## config.mk

```make
export PLATFORM = sky130hd
export DESIGN_NAME = byte_serializer
export DESIGN_NICKNAME = d
export VERILOG_FILES = /design/src/rtl/byte_serializer.sv
export SDC_FILE = /design/constraint.sdc
export NUM_CORES = 1
export LEC_CHECK = 0
export ABC_AREA = 1
export BUFFER_PORTS_ARGS = -buffer_cell sky130_fd_sc_hd__buf_2
export CAP_MARGIN = 25
export CELL_PAD_IN_SITES_DETAIL_PLACEMENT = 1
export CELL_PAD_IN_SITES_GLOBAL_PLACEMENT = 1
export CORE_UTILIZATION = 38
export CTS_CLUSTER_DIAMETER = 150
export DETAILED_ROUTE_END_ITERATION = 10
export GPL_ROUTABILITY_DRIVEN = 0
export PLACE_DENSITY_LB_ADDON = 0.25
export SYNTH_ARGS = -nofsm -noshare
export SYNTH_HDL_FRONTEND = slang
export SYNTH_SLANG_ARGS = --single-unit
```

## constraint.sdc

```tcl
create_clock -name clk -period 2 [get_ports clk]
set_clock_uncertainty 0.2 [all_clocks]
set_input_delay 0.1 -clock clk [delete_from_list [all_inputs] [get_ports clk]]
set_output_delay 0.1 -clock clk [all_outputs]
set_load 0.05 [all_outputs]
```

## src/rtl/byte_serializer.sv

```systemverilog
// rtl/byte_serializer.sv - parallel-to-serial byte readback over a cs_n/sclk/sdo link
module byte_serializer #(
    parameter int CLK_DIV   = 2,
    parameter int MSB_FIRST = 1
) (
    input  logic       clk,
    input  logic       rst,
    input  logic       start,
    input  logic [7:0] din,
    output logic       busy,
    output logic       done,
    output logic       cs_n,
    output logic       sclk,
    output logic       sdo
);

    localparam int DW = $clog2(CLK_DIV) + 1;
    localparam logic [DW-1:0] DIV_MAX = DW'(CLK_DIV - 1);

    typedef enum logic [1:0] {
        IDLE  = 2'd0,
        SHIFT = 2'd1,
        HOLD  = 2'd2,
        DONE  = 2'd3
    } state_t;

    state_t        state, state_n;
    logic [DW-1:0] div_cnt, div_cnt_n;
    logic [2:0]    bit_cnt, bit_cnt_n;
    logic [7:0]    shreg, shreg_n;
    logic          busy_n, done_n, cs_n_n, sclk_n, sdo_n;

    // State, counters and every output are registered so no input reaches a pin combinationally
    always_ff @(posedge clk) begin
        if (rst) begin
            state   <= IDLE;
            div_cnt <= '0;
            bit_cnt <= '0;
            shreg   <= '0;
            busy    <= 1'b0;
            done    <= 1'b0;
            cs_n    <= 1'b1;
            sclk    <= 1'b0;
            sdo     <= 1'b0;
        end else begin
            state   <= state_n;
            div_cnt <= div_cnt_n;
            bit_cnt <= bit_cnt_n;
            shreg   <= shreg_n;
            busy    <= busy_n;
            done    <= done_n;
            cs_n    <= cs_n_n;
            sclk    <= sclk_n;
            sdo     <= sdo_n;
        end
    end

    // Next-state logic; output values are computed one cycle ahead so they land with the new state
    always_comb begin
        state_n   = state;
        div_cnt_n = div_cnt;
        bit_cnt_n = bit_cnt;
        shreg_n   = shreg;
        busy_n    = busy;
        done_n    = 1'b0;
        cs_n_n    = cs_n;
        sclk_n    = sclk;
        sdo_n     = sdo;

        case (state)
            IDLE: begin
                if (start) begin
                    state_n   = SHIFT;
                    shreg_n   = din;
                    div_cnt_n = '0;
                    bit_cnt_n = '0;
                    busy_n    = 1'b1;
                    cs_n_n    = 1'b0;
                    sclk_n    = 1'b0;
                    sdo_n     = (MSB_FIRST != 0) ? din[7] : din[0];
                end
            end

            SHIFT: begin
                if (div_cnt == DIV_MAX) begin
                    div_cnt_n = '0;
                    if (!sclk) begin
                        sclk_n = 1'b1;
                    end else begin
                        sclk_n = 1'b0;
                        if (bit_cnt == 3'd7) begin
                            // Last bit stays on sdo through HOLD
                            bit_cnt_n = '0;
                            state_n   = HOLD;
                        end else begin
                            bit_cnt_n = bit_cnt + 3'd1;
                            if (MSB_FIRST != 0) begin
                                shreg_n = {shreg[6:0], 1'b0};
                                sdo_n   = shreg[6];
                            end else begin
                                shreg_n = {1'b0, shreg[7:1]};
                                sdo_n   = shreg[1];
                            end
                        end
                    end
                end else begin
                    div_cnt_n = div_cnt + 1'b1;
                end
            end

            HOLD: begin
                if (div_cnt == DIV_MAX) begin
                    div_cnt_n = '0;
                    state_n   = DONE;
                    busy_n    = 1'b0;
                    done_n    = 1'b1;
                    cs_n_n    = 1'b1;
                    sdo_n     = 1'b0;
                end else begin
                    div_cnt_n = div_cnt + 1'b1;
                end
            end

            DONE: begin
                state_n = IDLE;
            end

            default: begin
                state_n = IDLE;
            end
        endcase
    end

endmodule
```

==> reports/summary.txt <==
status: finished clean
RSZ-0062 raised after global routing: no
post-CTS setup buffer count: 0
die footprint: 0.002806 sq mm
First-pass DRT Iterations: 4
Routed Antenna Nets: 0
Worst-path clk slew: 110 ps
Chip Width: 52.97 microns
HPWL after detailed placement: 1978 microns
initial antenna violation count: 0
layout cell share with drive strength beyond 1: 15.79%
# setup viols final: 0
GRT overflow: 0
Hold Crit Class: input port to register
gr usage total: 21.79%
Nets: 189
Largest stage delay, worst path: 380 ps
cell taking the most area after synthesis: dfxtp_1
crit end category: register
Initial Utilization: 40.21%
total wire length: 2623 microns
fmax: 549.9 MHz
TNS Setup: 0 ps
Core ar.: 0.002455 sq mm
Worst VDD drop: 0.0008234 V
CP Class: register to register
vias in the first global route: 1001
flop2flop setup slack: 180 ps
post-synthesis sequential area ratio: 38.53%
first-pass GRT wire length: 4347 microns
Slew @ Worst Pin: 271.1 ps
Post-Syn Area per Cell: 6.762 sq um
H-tree Lvls: 1
#FFs+latches synth: 19
final hold violations: 0
Crit Path Max Fanout: 8
Slew HR: 81.91%
final worst-path cycle share: 90.92%
ANT cells: 0
top sig layer: met4
Power Density: 1740 mW/mm^2
clock buffer depth: 2
Metal-1 WL: 1141 microns
TritonCTS Buffers: 3
Vias/cell: 5.085
Mapped Cells: 146
Synth area leaders: dfxtp_1, nand2_1, ha_1
Worst Path Required: 2000 ps
minimum clock period: 1818 ps
register area: 380.4 sq um
CTS Root Cell: clkbuf_4
residual DRC count: 0
clk_lat worst skew: 300 ps
placed inst area: 0.001091 sq mm
# IOs: 16
Yosys warnings: 0
first-iteration detailed-routing DRC count: 8
cell area after synthesis: 987.2 sq um
Max-Cap Viols: 0
FP Rows: 18
fill cell count: 339
met2 routed WL: 1330 microns
largest delay contributor family on the critical path: simple AND/OR/NAND/NOR gates
multi-input combinational cell area: 541.8 sq um
Synth Net Count: 163
Bufs and invs on worst path: 1
largest net degree at the start of global routing: 15
Crit-path slowest cell: dfxtp_1
CTS tree: done
Final Slew Violations: 0
total number of vias: 1022
leakage: 0.5768 nW
CTS sink cnt: 19
crit path DAT: 1820 ps
number of port buffers: 15
design area: 0.001199 sq mm
CP startpoint kind: register
Syn-to-layout area delta: 21.42%
Yosys top cell area share: 38.53%
Avg WL per Cell: 13.05 microns
Die Y: 52.97 microns
routed wl met3: 62 microns
Distinct cells, synth: 19
crit-path cells: inv_1 > ha_1 > nand2_1 > nand2_2 > nor2_4 > nand2_2 > nand2_1 > a21oi_1
==> flip-flops by register name, indices dropped and copies added, names as in the netlist <==
signal and flops:
bit_cnt 3, busy 1, cs_n 1, div_cnt 2, done 1, sclk 1, sdo 1, shreg 7
state 2
==> where the power goes <==
| part | switching [mW] | internal (mW) | total [mW] |
|---|---|---|---|
| Clock | 0.125 | 0.0748 | 0.200 |
| Combinational | 0.883 | 0.398 | 1.28 |
| Sequential | 0.0900 | 0.514 | 0.604 |
==> Yosys cell counts (all sizes together) <==
| master | count |
|---|---|
| clkbuf | 1 |
| nand3b | 1 |
| a21oi | 15 |
| dfxtp | 19 |
| nor2 | 16 |
| nand3 | 10 |
| nand2 | 51 |
| o21ai | 8 |
| or2 | 1 |
| ha | 6 |
| nand4 | 1 |
| buf | 2 |
| nor3 | 2 |
| inv | 13 |
==> through the flow <==
| step | total power [mW] | worst slack, ps | instances | utilization, % | hold slack (ps) |
|---|---|---|---|---|---|
| after floorplan | 1.586 | 459.8 | 146 | - | -23.21 |
| after global placement | 1.829 | 268.5 | 189 | 44.44 | 195.3 |
| after detailed placement | 1.884 | 208.6 | 189 | 44.44 | 198.5 |
| after CTS | 2.103 | 196.3 | 201 | 48.83 | 34.48 |
| after global routing | 2.295 | 74.53 | 201 | 48.83 | 93.63 |
| final | 2.086 | 181.6 | 201 | 48.83 | 29.34 |
==> cells by family (layout without fill, tap and decap cells) <==
kind of cell	count (synthesis)	after routing	share of synthesized area (%)
fa+ha+maj	6	6	7.604
flops	19	19	38.53
simple gates	82	82	34.86
compound gates	23	23	12.42
buf+inv	16	41	6.589
==> final cells by class <==
cell class / count / area share, %
multi-input cells: 111 / 45.20
well taps: 30 / 3.132
flip-flops and latches: 19 / 31.73
inverters: 13 / 4.071
clock inverters: 1 / 0.4175
clock buffers: 3 / 1.879
repair buffers: 24 / 13.57
==> timing repair <==
item	4_1_cts	5_1_grt
hold buffers	8	0
hold endpoints to repair	11	0
resized for setup	0	0
==> cell usage in the layout, fill, tap and decap left out <==
cell / count
buf_2: 15
nor2_4: 1
clkinv_2: 1
dlygate4sd3_1: 8
nor2_1: 15
nor3_1: 2
dfxtp_1: 19
inv_2: 1
a21oi_2: 2
nand2_2: 2
o21ai_0: 8
nand3b_1: 1
a21oi_1: 13
or2_2: 1
buf_4: 1
nand3_1: 10
ha_1: 6
nand4_1: 1
inv_1: 12
nand2_1: 49
clkbuf_4: 3
==> routing by layer <==
layer | vias to the layer above | global-route usage, %
met3 | 8 | 3.736
met5 | - | 0
met2 | 19 | 39.66
li1 | 514 | -
met4 | 0 | 10.96
met1 | 481 | 23.84
==> final timing paths <==
| path | start | to | cells past startpoint |
|---|---|---|---|
| worst max-delay path | state[0]$_SDFFE_PP0P_ | shreg[3]$_SDFFE_PP0P_ | 8 |
| worst min-delay path | din[7] | sdo$_SDFFE_PP0P_ | 6 |
| worst max register to register | state[0]$_SDFFE_PP0P_ | shreg[3]$_SDFFE_PP0P_ | 8 |
| worst min register to register | bit_cnt[1]$_SDFFE_PP0P_ | bit_cnt[1]$_SDFFE_PP0P_ | 2 |
==> worst reg2reg max path, cell delays in order, from the launching register on <==
cell	delay, ps
dfxtp_1	380
inv_1	90
ha_1	260
nand2_1	170
nand2_2	120
nor2_4	210
nand2_2	140
nand2_1	100
a21oi_1	60
No activity file was read; power rests on OpenSTA's default activity.
